`config.mk`:
```
export PLATFORM = sky130hd
export DESIGN_NAME = seq_cla_divider
export DESIGN_NICKNAME = d
export VERILOG_FILES = /design/src/rtl/seq_cla_divider.sv
export SDC_FILE = /design/constraint.sdc
export NUM_CORES = 1
export LEC_CHECK = 0
export ABC_AREA = 1
export BUFFER_PORTS_ARGS = -buffer_cell sky130_fd_sc_hd__buf_2
export CAP_MARGIN = 20
export CELL_PAD_IN_SITES_DETAIL_PLACEMENT = 0
export CELL_PAD_IN_SITES_GLOBAL_PLACEMENT = 2
export CORE_UTILIZATION = 36
export DETAILED_ROUTE_END_ITERATION = 12
export PLACE_DENSITY = 0.88
export SYNTH_ARGS = -nofsm -noshare
export SYNTH_HDL_FRONTEND = slang
export SYNTH_SLANG_ARGS = --single-unit
export TNS_END_PERCENT = 1
```
`constraint.sdc`:
```
create_clock -name clk -period 3.2 [get_ports clk]
set_input_delay 0.48 -clock clk [delete_from_list [all_inputs] [get_ports clk]]
set_output_delay 0.48 -clock clk [all_outputs]
set_load 0.005 [all_outputs]
```
`src/rtl/seq_cla_divider.sv`:
```
// Iterative restoring divider, one quotient bit per clock, trial subtraction on a 4-bit-group CLA.
// Optional two's-complement mode: define SEQ_CLA_DIVIDER_SIGNED_EN (adds a FIX sign-correction cycle).
module seq_cla_divider #(
    parameter int WIDTH = 8
) (
    input  logic             clk,
    input  logic             rst_n,
    input  logic             start,
    input  logic [WIDTH-1:0] dividend,
    input  logic [WIDTH-1:0] divisor,
    output logic             busy,
    output logic             done,
    output logic [WIDTH-1:0] quotient,
    output logic [WIDTH-1:0] remainder,
    output logic             div_by_zero
);

    localparam int CW = $clog2(WIDTH);
    localparam logic [CW-1:0] LAST = CW'(WIDTH - 1);

`ifdef SEQ_CLA_DIVIDER_SIGNED_EN
    typedef enum logic [1:0] {S_IDLE = 2'd0, S_CALC = 2'd1, S_FIX = 2'd2, S_DONE = 2'd3} state_t;
`else
    typedef enum logic [1:0] {S_IDLE = 2'd0, S_CALC = 2'd1, S_DONE = 2'd3} state_t;
`endif

    // Returns {carry_out, sum}; carries are fully expanded inside each 4-bit group and
    // only the group generate/propagate terms ripple from group to group.
    function automatic logic [WIDTH:0] cla_add(input logic [WIDTH-1:0] a,
                                               input logic [WIDTH-1:0] b,
                                               input logic             cin);
        logic [WIDTH-1:0] sum;
        logic [3:0]       g;
        logic [3:0]       p;
        logic [3:0]       c;
        logic             gg;
        logic             pp;
        logic             cgrp;
        cgrp = cin;
        sum  = {WIDTH{1'b0}};
        for (int j = 0; j < WIDTH / 4; j++) begin
            g    = a[4*j +: 4] & b[4*j +: 4];
            p    = a[4*j +: 4] ^ b[4*j +: 4];
            c[0] = cgrp;
            c[1] = g[0] | (p[0] & cgrp);
            c[2] = g[1] | (p[1] & g[0]) | (p[1] & p[0] & cgrp);
            c[3] = g[2] | (p[2] & g[1]) | (p[2] & p[1] & g[0]) | (p[2] & p[1] & p[0] & cgrp);
            sum[4*j +: 4] = p ^ c;
            gg   = g[3] | (p[3] & g[2]) | (p[3] & p[2] & g[1]) | (p[3] & p[2] & p[1] & g[0]);
            pp   = &p;
            cgrp = gg | (pp & cgrp);
        end
        return {cgrp, sum};
    endfunction

    function automatic logic [WIDTH-1:0] negate(input logic [WIDTH-1:0] x);
        logic [WIDTH:0] t;
        t = cla_add(~x, {WIDTH{1'b0}}, 1'b1);
        return t[WIDTH-1:0];
    endfunction

    state_t           state_q, state_d;
    logic [WIDTH-1:0] r_q, r_d;
    logic [WIDTH-1:0] q_q, q_d;
    logic [WIDTH-1:0] dsr_q, dsr_d;
    logic [CW-1:0]    cnt_q, cnt_d;
    logic [WIDTH-1:0] quo_q, quo_d;
    logic [WIDTH-1:0] rem_q, rem_d;
    logic             dbz_q, dbz_d;
    logic             busy_q, busy_d;
    logic             done_q, done_d;

    logic [WIDTH:0]   r_sh_s;
    logic [WIDTH:0]   sub_s;
    logic             nb_s;
    logic [WIDTH-1:0] r_new_s;
    logic [WIDTH-1:0] q_new_s;
    logic [WIDTH-1:0] dvd_mag_s;
    logic [WIDTH-1:0] dsr_mag_s;

    // The stored remainder is always below the divisor, so only the shifted value needs the extra bit.
    assign r_sh_s  = {r_q, q_q[WIDTH-1]};
    assign sub_s   = cla_add(r_sh_s[WIDTH-1:0], ~dsr_q, 1'b1);
    assign nb_s    = r_sh_s[WIDTH] | sub_s[WIDTH];
    assign r_new_s = nb_s ? sub_s[WIDTH-1:0] : r_sh_s[WIDTH-1:0];
    assign q_new_s = {q_q[WIDTH-2:0], nb_s};

`ifdef SEQ_CLA_DIVIDER_SIGNED_EN
    logic qneg_q, qneg_d;
    logic rneg_q, rneg_d;
    assign dvd_mag_s = dividend[WIDTH-1] ? negate(dividend) : dividend;
    assign dsr_mag_s = divisor[WIDTH-1]  ? negate(divisor)  : divisor;

    // Sign-correction flags captured with the operands.
    always_ff @(posedge clk or negedge rst_n) begin
        if (!rst_n) begin
            qneg_q <= 1'b0;
            rneg_q <= 1'b0;
        end else begin
            qneg_q <= qneg_d;
            rneg_q <= rneg_d;
        end
    end
`else
    assign dvd_mag_s = dividend;
    assign dsr_mag_s = divisor;
`endif

    // Next-state, datapath and result update.
    always_comb begin
        state_d = state_q;
        r_d     = r_q;
        q_d     = q_q;
        dsr_d   = dsr_q;
        cnt_d   = cnt_q;
        quo_d   = quo_q;
        rem_d   = rem_q;
        dbz_d   = dbz_q;
`ifdef SEQ_CLA_DIVIDER_SIGNED_EN
        qneg_d  = qneg_q;
        rneg_d  = rneg_q;
`endif
        case (state_q)
            S_IDLE, S_DONE: begin
                if (start) begin
                    if (divisor == {WIDTH{1'b0}}) begin
                        state_d = S_DONE;
                        quo_d   = {WIDTH{1'b1}};
                        rem_d   = dividend;
                        dbz_d   = 1'b1;
                    end else begin
                        state_d = S_CALC;
                        r_d     = {WIDTH{1'b0}};
                        q_d     = dvd_mag_s;
                        dsr_d   = dsr_mag_s;
                        cnt_d   = {CW{1'b0}};
`ifdef SEQ_CLA_DIVIDER_SIGNED_EN
                        qneg_d  = dividend[WIDTH-1] ^ divisor[WIDTH-1];
                        rneg_d  = dividend[WIDTH-1];
`endif
                    end
                end else begin
                    state_d = S_IDLE;
                end
            end
            S_CALC: begin
                r_d   = r_new_s;
                q_d   = q_new_s;
                cnt_d = cnt_q + {{(CW-1){1'b0}}, 1'b1};
                if (cnt_q == LAST) begin
`ifdef SEQ_CLA_DIVIDER_SIGNED_EN
                    state_d = S_FIX;
`else
                    state_d = S_DONE;
                    quo_d   = q_new_s;
                    rem_d   = r_new_s;
                    dbz_d   = 1'b0;
`endif
                end else begin
                    state_d = S_CALC;
                end
            end
`ifdef SEQ_CLA_DIVIDER_SIGNED_EN
            S_FIX: begin
                state_d = S_DONE;
                quo_d   = qneg_q ? negate(q_q) : q_q;
                rem_d   = rneg_q ? negate(r_q) : r_q;
                dbz_d   = 1'b0;
            end
`endif
            default: begin
                state_d = S_IDLE;
            end
        endcase
    end

    always_comb begin
        busy_d = (state_d == S_CALC);
`ifdef SEQ_CLA_DIVIDER_SIGNED_EN
        busy_d = busy_d | (state_d == S_FIX);
`endif
        done_d = (state_d == S_DONE);
    end

    // State, working registers and registered outputs.
    always_ff @(posedge clk or negedge rst_n) begin
        if (!rst_n) begin
            state_q <= S_IDLE;
            r_q     <= {WIDTH{1'b0}};
            q_q     <= {WIDTH{1'b0}};
            dsr_q   <= {WIDTH{1'b0}};
            cnt_q   <= {CW{1'b0}};
            quo_q   <= {WIDTH{1'b0}};
            rem_q   <= {WIDTH{1'b0}};
            dbz_q   <= 1'b0;
            busy_q  <= 1'b0;
            done_q  <= 1'b0;
        end else begin
            state_q <= state_d;
            r_q     <= r_d;
            q_q     <= q_d;
            dsr_q   <= dsr_d;
            cnt_q   <= cnt_d;
            quo_q   <= quo_d;
            rem_q   <= rem_d;
            dbz_q   <= dbz_d;
            busy_q  <= busy_d;
            done_q  <= done_d;
        end
    end

    assign busy        = busy_q;
    assign done        = done_q;
    assign quotient    = quo_q;
    assign remainder   = rem_q;
    assign div_by_zero = dbz_q;

endmodule
```
==> impl_metrics.tcl <==
set metrics [dict create \
    grt_max_degree 34 \
    viasPerCell 4.509 \
    wl_per_cell_um 12.24 \
    nNetsFinal 413 \
    hold_buffers 0 \
    required_ns 3.38 \
    yosysTopAreaCell "dfrtp_1" \
    syn-instance-count 344 \
    status "completed" \
    critPathLaunchType "flip-flop" \
    dr.pass1.iters 4 \
    synth-seq-cells 48 \
    globalplace.congestion 0.7621 \
    htree_levels 2 \
    grt_pass1_wl_mm 9.577 \
    clkTransAtPathRegs_ns 0.09 \
    cellPowerDensity_nw_per_um2 1138 \
    ir_worst_vdd_v 0.0003487 \
    criticalPathCategory "flip-flop to flip-flop" \
    rsz0062_at_grt "no" \
    drt_iter0_markers 92 \
    grt-ovfl-total 0 \
    worst-path-max-fanout 26 \
    drc 0 \
    ctsResizeCount 0 \
    synth_common_cells "nand2_1 (90), inv_1 (56), dfrtp_1 (48)" \
    rr_endpoint "q_q[7]" \
    syn2layout_area_growth_pct 13.34 \
    post_cts_buffers 0 \
    ys_warn_count 0 \
    max_freq_mhz 473.7 \
    final_cells 479 \
    setup-tns-final_ns 0 \
    drt-total-wl_mm 5.862 \
    yosys-top-cells-area "dfrtp_1 (45%), nand2_1 (13%), inv_1 (7.8%)" \
    core_um2 7253 \
    die_w_um 88.47 \
    crit_arrival_ns 2.29 \
    yosysSeqAreaShare 0.4463 \
    postRouteAntennaNets 0 \
    dpl.hpwl_mm 4.351 \
    power.total_mw 3.471 \
    diodes 0 \
    yosysMostFrequentCell "nand2_1" \
    synth-edff-count 0 \
    rr_worst_depth 7 \
    die_area_um2 7826 \
    grt_pass1_vias 2063 \
    cts_sinks 48 \
    period_minus_slack_ns 2.111 \
    die_h_um 88.47 \
    io_pins 38 \
    synth_area_um2 2691 \
    setup_viol 0 \
    rr_startpoint "state_q[0]" \
    n_fill_cell 778 \
    cts-root-buf "clkbuf_8" \
    drive_gt1_frac 0.1816 \
    antenna_found_initial 0 \
    finalCoreUtilization 0.4206 \
    period_share 0.6597 \
    finalMaxSlewViolations 0 \
    worstMarginPinSlew_ns 0.7746 \
    hold_violations 0 \
    yosysUniqueCellTypes 27 \
    syn_nets 377 \
    start_util 0.3711 \
    crit_path_end_kind "flip-flop" \
    grt_use_total 0.1623 \
    leakage_nw 1.714 \
    ff2ff_setup_slack_ns 1.09 \
    cts_buffer_depth 2 \
    dp_cells 472 \
    skew_ns 0.01276 \
    cts_tree "yes" \
    hp-class "primary input to asynchronous set/reset pin" \
    cts-buffers-inserted 5 \
    insertion_delay_ns 0.31 \
    row_count 31 \
    ys.flop_type "dfrtp_1" \
    synth_top_cell_area_share 0.4463 \
    io_buffer_count 37 \
    syn_area_per_cell_um2 7.824 \
    relSlewSlack 0.4836 \
    drv_cap 0 \
    vias 2160 \
    synth-async-reset-ratio 1.000 \
]
-- critical path, cell delays in order, from the launching register on --
cell     delay [ns]
dfrtp_1        0.36
inv_1          0.05
ha_1           0.39
nand3_2        0.31
o21ai_2        0.33
inv_2          0.33
nand2_1        0.12
o21ai_0        0.09
-- kinds of logic (layout without fill, tap and decap cells) --
logic type | Yosys count | count (layout) | synth area share
flip-flops | 48 | 48 | 0.4463
AO/OA/AOI/OAI | 43 | 43 | 0.08601
XOR/XNOR | 4 | 4 | 0.01302
adder cells (fa/ha/maj) | 14 | 14 | 0.06788
AND/OR/NAND/NOR | 165 | 165 | 0.2822
buffers and inverters | 70 | 106 | 0.1046
-- registers in the layout, indices dropped and copies added, names as in the netlist --
| register | cells |
|---|---|
| remainder | 8 |
| div_by_zero | 1 |
| busy | 1 |
| done | 1 |
| dsr_q | 8 |
| state_q | 2 |
| cnt_q | 3 |
| r_q | 8 |
| quotient | 8 |
| q_q | 8 |
-- where the power goes --
group	total (mW)	switching [mW]	leakage (nW)	internal, mW
Sequential	1.06	0.170	0.594	0.887
Clock	0.379	0.206	0.0473	0.173
Combinational	2.03	1.29	1.07	0.750
Total	3.47	1.66	1.71	1.81
-- cell usage in the layout (no fill, tap or decap), types with 2 or more instances in the layout --
master	instances
inv_1	56
or2_0	3
nand4_1	2
buf_2	37
dfrtp_1	48
inv_2	4
o21ai_1	7
xor2_1	3
nand2_1	90
buf_4	2
nand2_4	4
nand2_2	9
nand3_2	3
a21oi_1	13
nand3_1	20
or2_1	6
o21ai_0	19
clkbuf_8	6
nor2_1	27
ha_1	13
-- routing by layer --
layer,wire (um),part of all wire,track usage,up-vias
met3,203,0.035,0.02892,6
met2,2851,0.49,0.2734,41
met5,0,0,0,-
li1,-,-,-,1128
met1,2729,0.47,0.2118,985
met4,77,0.013,0.05132,0
-- worst max path at each step --
| stage | start | end | slack (ns) |
|---|---|---|---|
| after floorplan | r_q[0] | remainder[5] | 1.32 |
| after global placement | divisor[6] | q_q[7] | 0.96 |
| after detailed placement | divisor[7] | q_q[7] | 0.95 |
| after CTS | state_q[0] | q_q[7] | 1.06 |
| after global routing | state_q[0] | q_q[7] | 0.84 |
| final | state_q[0] | q_q[7] | 1.09 |
-- metrics by stage --
stage	worst slack, ns	instance area [um^2]	hold WS, ns
after CTS	1.064	3050	0.2637
after detailed placement	0.9480	2959	0.4677
after global placement	0.9560	2959	0.4619
after global routing	0.8413	3050	0.2993
after floorplan	1.316	2691	0.1844
final	1.089	3050	0.2403
-- layout make-up --
cell class                      count  area, um^2  area share
Multi-Input combinational cell    226        1209      0.3962
Sequential cell                    48        1201      0.3938
Inverter                           60       225.2     0.07383
Timing Repair Buffer               39       200.2     0.06563
Tap cell                           99       123.9     0.04061
Clock buffer                        6       82.58     0.02707
Clock inverter                      1       8.758    0.002871
(Power assumes the default switching activity.)
